[config.mk]
export PLATFORM = sky130hd
export DESIGN_NAME = router_fifo
export DESIGN_NICKNAME = d
export VERILOG_FILES = /design/src/rtl/router_pkg.sv /design/src/rtl/router_fifo.sv
export SDC_FILE = /design/constraint.sdc
export NUM_CORES = 1
export LEC_CHECK = 0
export BUFFER_PORTS_ARGS = -buffer_cell sky130_fd_sc_hd__buf_2
export CORE_ASPECT_RATIO = 1.25
export CORE_MARGIN = 1
export CORE_UTILIZATION = 55
export CTS_CLUSTER_DIAMETER = 40
export DETAILED_ROUTE_END_ITERATION = 7
export GPL_TIMING_DRIVEN = 0
export PLACE_DENSITY = 0.72
export SLEW_MARGIN = 20
export SYNTH_ARGS = -nofsm -noshare
export SYNTH_HDL_FRONTEND = slang
export SYNTH_SLANG_ARGS = --single-unit
[constraint.sdc]
create_clock -name router_clock -period 4.86 [get_ports router_clock]
set_clock_uncertainty 0.05 [all_clocks]
set_input_delay 0.243 -clock router_clock [delete_from_list [all_inputs] [get_ports router_clock]]
set_output_delay 0.243 -clock router_clock [all_outputs]
set_load 0.01 [all_outputs]
[src/rtl/router_pkg.sv]
// Shared constants for the 1x3 router: byte width, buffer depth,
// header field positions and the packet counter width.
package router_pkg;

    localparam int DATA_WIDTH   = 8;
    localparam int FIFO_DEPTH   = 16;

    // Header byte layout: destination address in the low bits, payload length above.
    localparam int HDR_ADDR_LSB = 0;
    localparam int HDR_ADDR_MSB = 1;
    localparam int HDR_LEN_LSB  = 2;
    localparam int HDR_LEN_MSB  = 7;

    localparam int PKT_CNT_W    = 7;

    // Bytes still to come after a header: the payload plus the trailing parity byte.
    function automatic logic [PKT_CNT_W-1:0] pktBytesAfterHeader(
        input logic [HDR_LEN_MSB-HDR_LEN_LSB:0] lenField
    );
        return {1'b0, lenField} + PKT_CNT_W'(1);
    endfunction

endpackage

[src/rtl/router_fifo.sv]
// Output-channel buffer of the 1x3 router. Stores packet bytes tagged with a
// header marker, reports full/empty from the pointers, and tracks packet
// boundaries so data_out drops back to zero once a packet's parity byte is out.
module router_fifo #(
    parameter int DATA_WIDTH = router_pkg::DATA_WIDTH,
    parameter int DEPTH      = router_pkg::FIFO_DEPTH
) (
    input  logic                  router_clock,
    input  logic                  reset,
    input  logic                  soft_reset,
    input  logic                  write_enb,
    input  logic                  lfd_state,
    input  logic [DATA_WIDTH-1:0] data_in,
    input  logic                  read_enb,
    output logic [DATA_WIDTH-1:0] data_out,
    output logic                  full,
    output logic                  empty
);

    import router_pkg::*;

    localparam int AW = $clog2(DEPTH);

    // Each entry carries the byte plus the header marker in its top bit.
    logic [DATA_WIDTH:0]     mem_q [DEPTH];

    logic [AW:0]             wr_ptr_q, wr_ptr_d;
    logic [AW:0]             rd_ptr_q, rd_ptr_d;
    logic [PKT_CNT_W-1:0]    pkt_cnt_q, pkt_cnt_d;
    logic [DATA_WIDTH-1:0]   data_out_q, data_out_d;

    logic                    flush;
    logic                    doWrite;
    logic                    doRead;
    logic [DATA_WIDTH:0]     popEntry;

    // Flags come straight from the pointers; the extra MSB separates full from empty.
    always_comb begin
        empty = (wr_ptr_q == rd_ptr_q);
        full  = (wr_ptr_q[AW] != rd_ptr_q[AW]) &&
                (wr_ptr_q[AW-1:0] == rd_ptr_q[AW-1:0]);
    end

    // A flush cycle swallows any write or read; otherwise honour the flags seen before the edge.
    always_comb begin
        flush    = reset || soft_reset;
        doWrite  = write_enb && !full && !flush;
        doRead   = read_enb && !empty && !flush;
        popEntry = mem_q[rd_ptr_q[AW-1:0]];
    end

    // Next-state for pointers, packet counter and the output byte.
    always_comb begin
        wr_ptr_d   = wr_ptr_q;
        rd_ptr_d   = rd_ptr_q;
        pkt_cnt_d  = pkt_cnt_q;
        data_out_d = data_out_q;
        if (doWrite) begin
            wr_ptr_d = wr_ptr_q + 1'b1;
        end
        if (doRead) begin
            rd_ptr_d   = rd_ptr_q + 1'b1;
            data_out_d = popEntry[DATA_WIDTH-1:0];
            if (popEntry[DATA_WIDTH]) begin
                pkt_cnt_d = pktBytesAfterHeader(popEntry[HDR_LEN_MSB:HDR_LEN_LSB]);
            end else if (pkt_cnt_q != '0) begin
                pkt_cnt_d = pkt_cnt_q - 1'b1;
            end
        end else if (pkt_cnt_q == '0) begin
            data_out_d = '0;
        end
    end

    // Control state register; hard reset and timeout flush both clear it.
    always_ff @(posedge router_clock) begin
        if (flush) begin
            wr_ptr_q   <= '0;
            rd_ptr_q   <= '0;
            pkt_cnt_q  <= '0;
            data_out_q <= '0;
        end else begin
            wr_ptr_q   <= wr_ptr_d;
            rd_ptr_q   <= rd_ptr_d;
            pkt_cnt_q  <= pkt_cnt_d;
            data_out_q <= data_out_d;
        end
    end

    // Storage array is never cleared; stale entries become unreachable after a flush.
    always_ff @(posedge router_clock) begin
        if (doWrite) begin
            mem_q[wr_ptr_q[AW-1:0]] <= {lfd_state, data_in};
        end
    end

    assign data_out = data_out_q;

endmodule

---- After elaboration in Yosys (flattened, before gate mapping) ----
Memory sizes are Yosys's and may differ from the RTL's. A register that Yosys moved wholly into a read port is not among the register bits.
Index checks and enable logic that the tools add are counted.
cells by class
  add/subtract/negate cells ............... 4
  multiply operators ...................... 0
  div/mod/pow operators ................... 0
  magnitude comparators ................... 0
  equality and inequality tests ........... 3
  shifts and indexed selects .............. 0
  multiplexer cells ....................... 8
  bitwise logic cells ..................... 0
  reduce and logical (&&, ||, !) cells .... 14
operators by type and width
  kind                 count
  $mux 8               2
  $mux 7               2
  $add 5x1->5 const B  2
  $mux 4               2
  $add 6x1->7 const B  1
  $logic_not 7->1      1
  $reduce_bool 7->1    1
  $sub 7x1->7 const B  1
  $eq 5x5->1           1
  $logic_and 1x1->1    5
  $eq 4x4->1           1
  $reduce_bool 2->1    2
  $logic_not 1->1      3
  $mux 1               2
  $reduce_and 2->1     1
  $logic_or 1x1->1     1
  $ne 1x1->1           1
word-level totals
  bits in registers ....................... 25
  latch bits .............................. 0
  RAM bits ................................ 144
  ROM bits ................................ 0
  input bits .............................. 14
  output and inout bits ................... 10
  logic and storage cells ................. 34
  memories kept ........................... 1
memories
  name   words  width  rd ports  clocked after Yosys merged registers in  wr ports  RTL line           RTL
  mem_q  16     9      1         1                                        1         router_fifo.sv:25  logic [DATA_WIDTH:0] mem_q [DEPTH];

---- Depth between registers and ports, before layout ----
  word-level depth ........................ 7
  depth in mapped cells ................... 11
  mapped depth without buffers ............ 9

---- Worst setup path before layout ----
Ideal clock, no wire load.
  kind .................................... register to register
  from .................................... register (tool-made name)
  to ...................................... register pkt_cnt_q[4]
  setup time .............................. 0.120 ns
  data arrival time ....................... 2.449 ns
  data required time ...................... 4.690 ns
  slack ................................... 2.242 ns
  stages on the path, launching flop included .. 11
  path buffers ............................ 1
  cell sequence ........................... dfxtp_1 > buf_6 > mux4_1 > a22o_1 > a221oi_1 > inv_1 > ha_1 > o211ai_1 > xnor2_1 > and3_1 > a211o_1
RTL lines
  what                  RTL line           RTL
  end signal, assigned  router_fifo.sv:84  pkt_cnt_q <= pkt_cnt_d;
  end, declared         router_fifo.sv:29  logic [PKT_CNT_W-1:0] pkt_cnt_q, pkt_cnt_d;

---- Worst setup path after layout ----
  from .................................... register wr_ptr_q[2]
  to ...................................... memory mem_q[7][4] (netlist bit) (enable)
on the way
  longest elaborated chain between the ends .. 7
RTL lines
  what                             RTL line           RTL
  start, declared                  router_fifo.sv:27  logic [AW:0] wr_ptr_q, wr_ptr_d;
  start signal, assigned           router_fifo.sv:82  wr_ptr_q <= wr_ptr_d;
  $eq 4x4->1                       router_fifo.sv:41  (wr_ptr_q[AW-1:0] == rd_ptr_q[AW-1:0]);
  $logic_and 1x1->1                router_fifo.sv:40  full = (wr_ptr_q[AW] != rd_ptr_q[AW]) &&
  $logic_not 1->1                  router_fifo.sv:47  doWrite = write_enb && !full && !flush;
  $logic_and 1x1->1 (2 in series)  router_fifo.sv:47
  $mux 1                           router_fifo.sv:91  if (doWrite) begin
  $mux 1 (not written as such)     router_fifo.sv:92  mem_q[wr_ptr_q[AW-1:0]] <= {lfd_state, data_in};
  end, declared                    router_fifo.sv:25
Several ways; a longest one is shown, not always the timed one.

==> qor.yml <==
outcome: "complete, no violations"
tightest_slew_ns: 1.22
antenna_found_initial: 0
drv_slew: 0
path_class: "flip-flop to flip-flop"
critPathTopFamily: "simple AND/OR/NAND/NOR gates"
min_path_cells: 1
synth_edf_count: 144
clock-sinks: 173
io_buffers: 23
routedWlPerCell_microns: 23.0
max_stage_delay_ns: 0.95
fmax_mhz: 316
required_ns: 4.84
synth_top_cell_by_area: "edfxtp_1"
crit_buf_inv: 1
num_vias: 3811
crit_chain: "clkbuf_1 > xor2_1 > nor4_1 > a21oi_1 > nand2_1 > nor2_1"
die_w_microns: 103
synth_area_sq_um: 7060
ys_types: 52
setup.worst_path.start_class: "flip-flop"
slew_headroom: 0.181
grt_max_degree: 17
drv_cap: 0
initial_utilization: 0.573
clkSlewWorstSetupHoldPaths_ns: 0.06
num_io_pins: 24
switchingPower_mw: 0.590
gr-usage-all-layers: 0.240
drt-total-wl_mm: 14.3
crit_arrival_ns: 3.14
cpMaxStageDelayCell: "nor2_1"
worst_hold_slack_ns: 0.148
grt_first_pass_wirelength_mm: 21.7
drc: 0
rows: 45
cts_buffers: 17
nNetsFinal: 467
hpwl_mm: 9.05
layout_min_cycle_time_ns: 3.16
clock_latency_ns: 0.42
finalSetupViolCount: 0
cts_resized: 0
p_per_area_nw_per_um2: 377
overflow: 0
p_comb_frac: 0.029
htree_levels: 4
hold_class: "primary input to flip-flop"
firstDrtPassIters: 6
p_sw_frac: 0.194
clkPwrFrac: 0.440
drtAntennaViolNets: 0
drive_above_1_share: 0.257
ys.flop_type: "edfxtp_1"
synth_warnings: 0
async_flop_share: 0
cts_hold_buf: 0
cts_root_buf: "clkbuf_16"
synth_fp_nets: 421
crit_path_end_kind: "flip-flop"
ir_drop_v: 0.000232
area_delta_synth_final_pct: 14.0
rsz0062_at_grt: "false"
drtIter0Drc: 332
timing.setup.tns_ns: 0
synthesis.instances: 400
cts_tree: "yes"
synthMostInstantiatedCell: "edfxtp_1"
synth_seq_cells: 173
r2r_cells: 6
avgSynthCellArea_sq_um: 17.7
dieArea_sq_um: 13300
ys_seq_area_frac: 0.694
diodes: 0
postLayoutCoreUtil: 0.653
grt_pass1_vias: 3769
postCtsSetupBuffers: 0
core_sq_um: 12300
place.gp.congestion: 0.718
worst-path-stages: 6
crit_path_max_fanout: 10
die_height_microns: 129
drt-vias-per-instance: 6.12
synth.top_cells.by_count: "edfxtp_1 (144), nor2_1 (34), mux4_2 (32)"
min_period_over_period: 0.651
yosys-top-cells-area: "edfxtp_1 (61%), mux4_2 (10%), dfxtp_1 (8.2%)"
p_int_mw: 2.45
hold_viol: 0
p_leak_nw: 2.68
seqPwrFrac: 0.531
synth_top_cell_area_share: 0.612
cts_buffer_depth: 2
## final timing paths
check	startpoint	endpoint	slack, ns
worst max-delay path	wr_ptr_q[2]	mem_q[7][4]	1.70
worst max register to register	wr_ptr_q[2]	mem_q[7][4]	1.70
worst min-delay path	lfd_state	mem_q[13][8]	0.15
worst min register to register	data_out[7]	data_out[7]	0.41
## per-stage QoR
stage          setup slack, ns  instance area (sq um)  instances  total power, mW
2_1_floorplan             2.24                   7060        400             1.70
3_3_place_gp              1.24                   7380        587             1.73
3_5_place_dp              1.70                   7430        591             1.73
4_1_cts                   1.69                   8040        623             3.05
5_1_grt                   1.52                   8050        623             3.12
6_report                  1.70                   8050        623             3.04
## cells by family after synthesis
| kind of cell | Yosys count | synth area share |
|---|---|---|
| DFF | 173 | 0.694 |
| and+or+nand+nor | 94 | 0.0645 |
| muxes | 46 | 0.146 |
| AOI/OAI and AO/OA | 39 | 0.0381 |
| buffers and inverters | 25 | 0.0251 |
| xor gates and xnor gates | 16 | 0.0198 |
| adders and majority gates | 7 | 0.0124 |
## final cells by class
type	instances	area, sq um
Buffer	17	148
Clock buffer	25	561
Clock inverter	7	43.8
Fill cell	851	4280
Inverter	8	30.0
Multi-Input combinational cell	202	2020
Sequential cell	173	4900
Tap cell	164	205
Timing Repair Buffer	27	145
## power groups by stage
stage                     clock (mW)  combinational (mW)  sequential, mW
after global placement             0              0.0838            1.64
after CTS                       1.35              0.0886            1.61
after global routing            1.41              0.0961            1.61
after detailed placement           0              0.0881            1.64
final                           1.34              0.0881            1.61
after floorplan                    0              0.0516            1.64
## worst reg2reg max path, stage by stage (launching register included)
cell and delay (ns):
dfxtp_1 0.30, clkbuf_1 0.46, xor2_1 0.21, nor4_1 0.14, a21oi_1 0.36, nand2_1 0.29
nor2_1 0.95
## state kept, by name, summed over array words and instances, names as in the netlist, named ones only
register and cells:
data_out 8, pkt_cnt_q 7, wr_ptr_q 5, rd_ptr_q 5
mem_q 144
## metal layers
metal	GRT usage	vias to the layer above	routed length (microns)
met4	0.0936	0	309
li1	-	1677	-
met1	0.306	1965	5740
met2	0.401	145	7510
met5	0	-	0
met3	0.0511	24	773
## cells in the final DEF (no fill, tap or decap), types with 8 or more instances in the layout
master,instances
buf_2,26
mux4_1,10
edfxtp_1,144
nand3_1,8
dfxtp_1,29
nor2_1,28
a21oi_1,8
xor2_1,11
inv_1,8
nand2_1,20
clkbuf_16,21
mux4_2,32
Power figures use the tool's default switching activity.
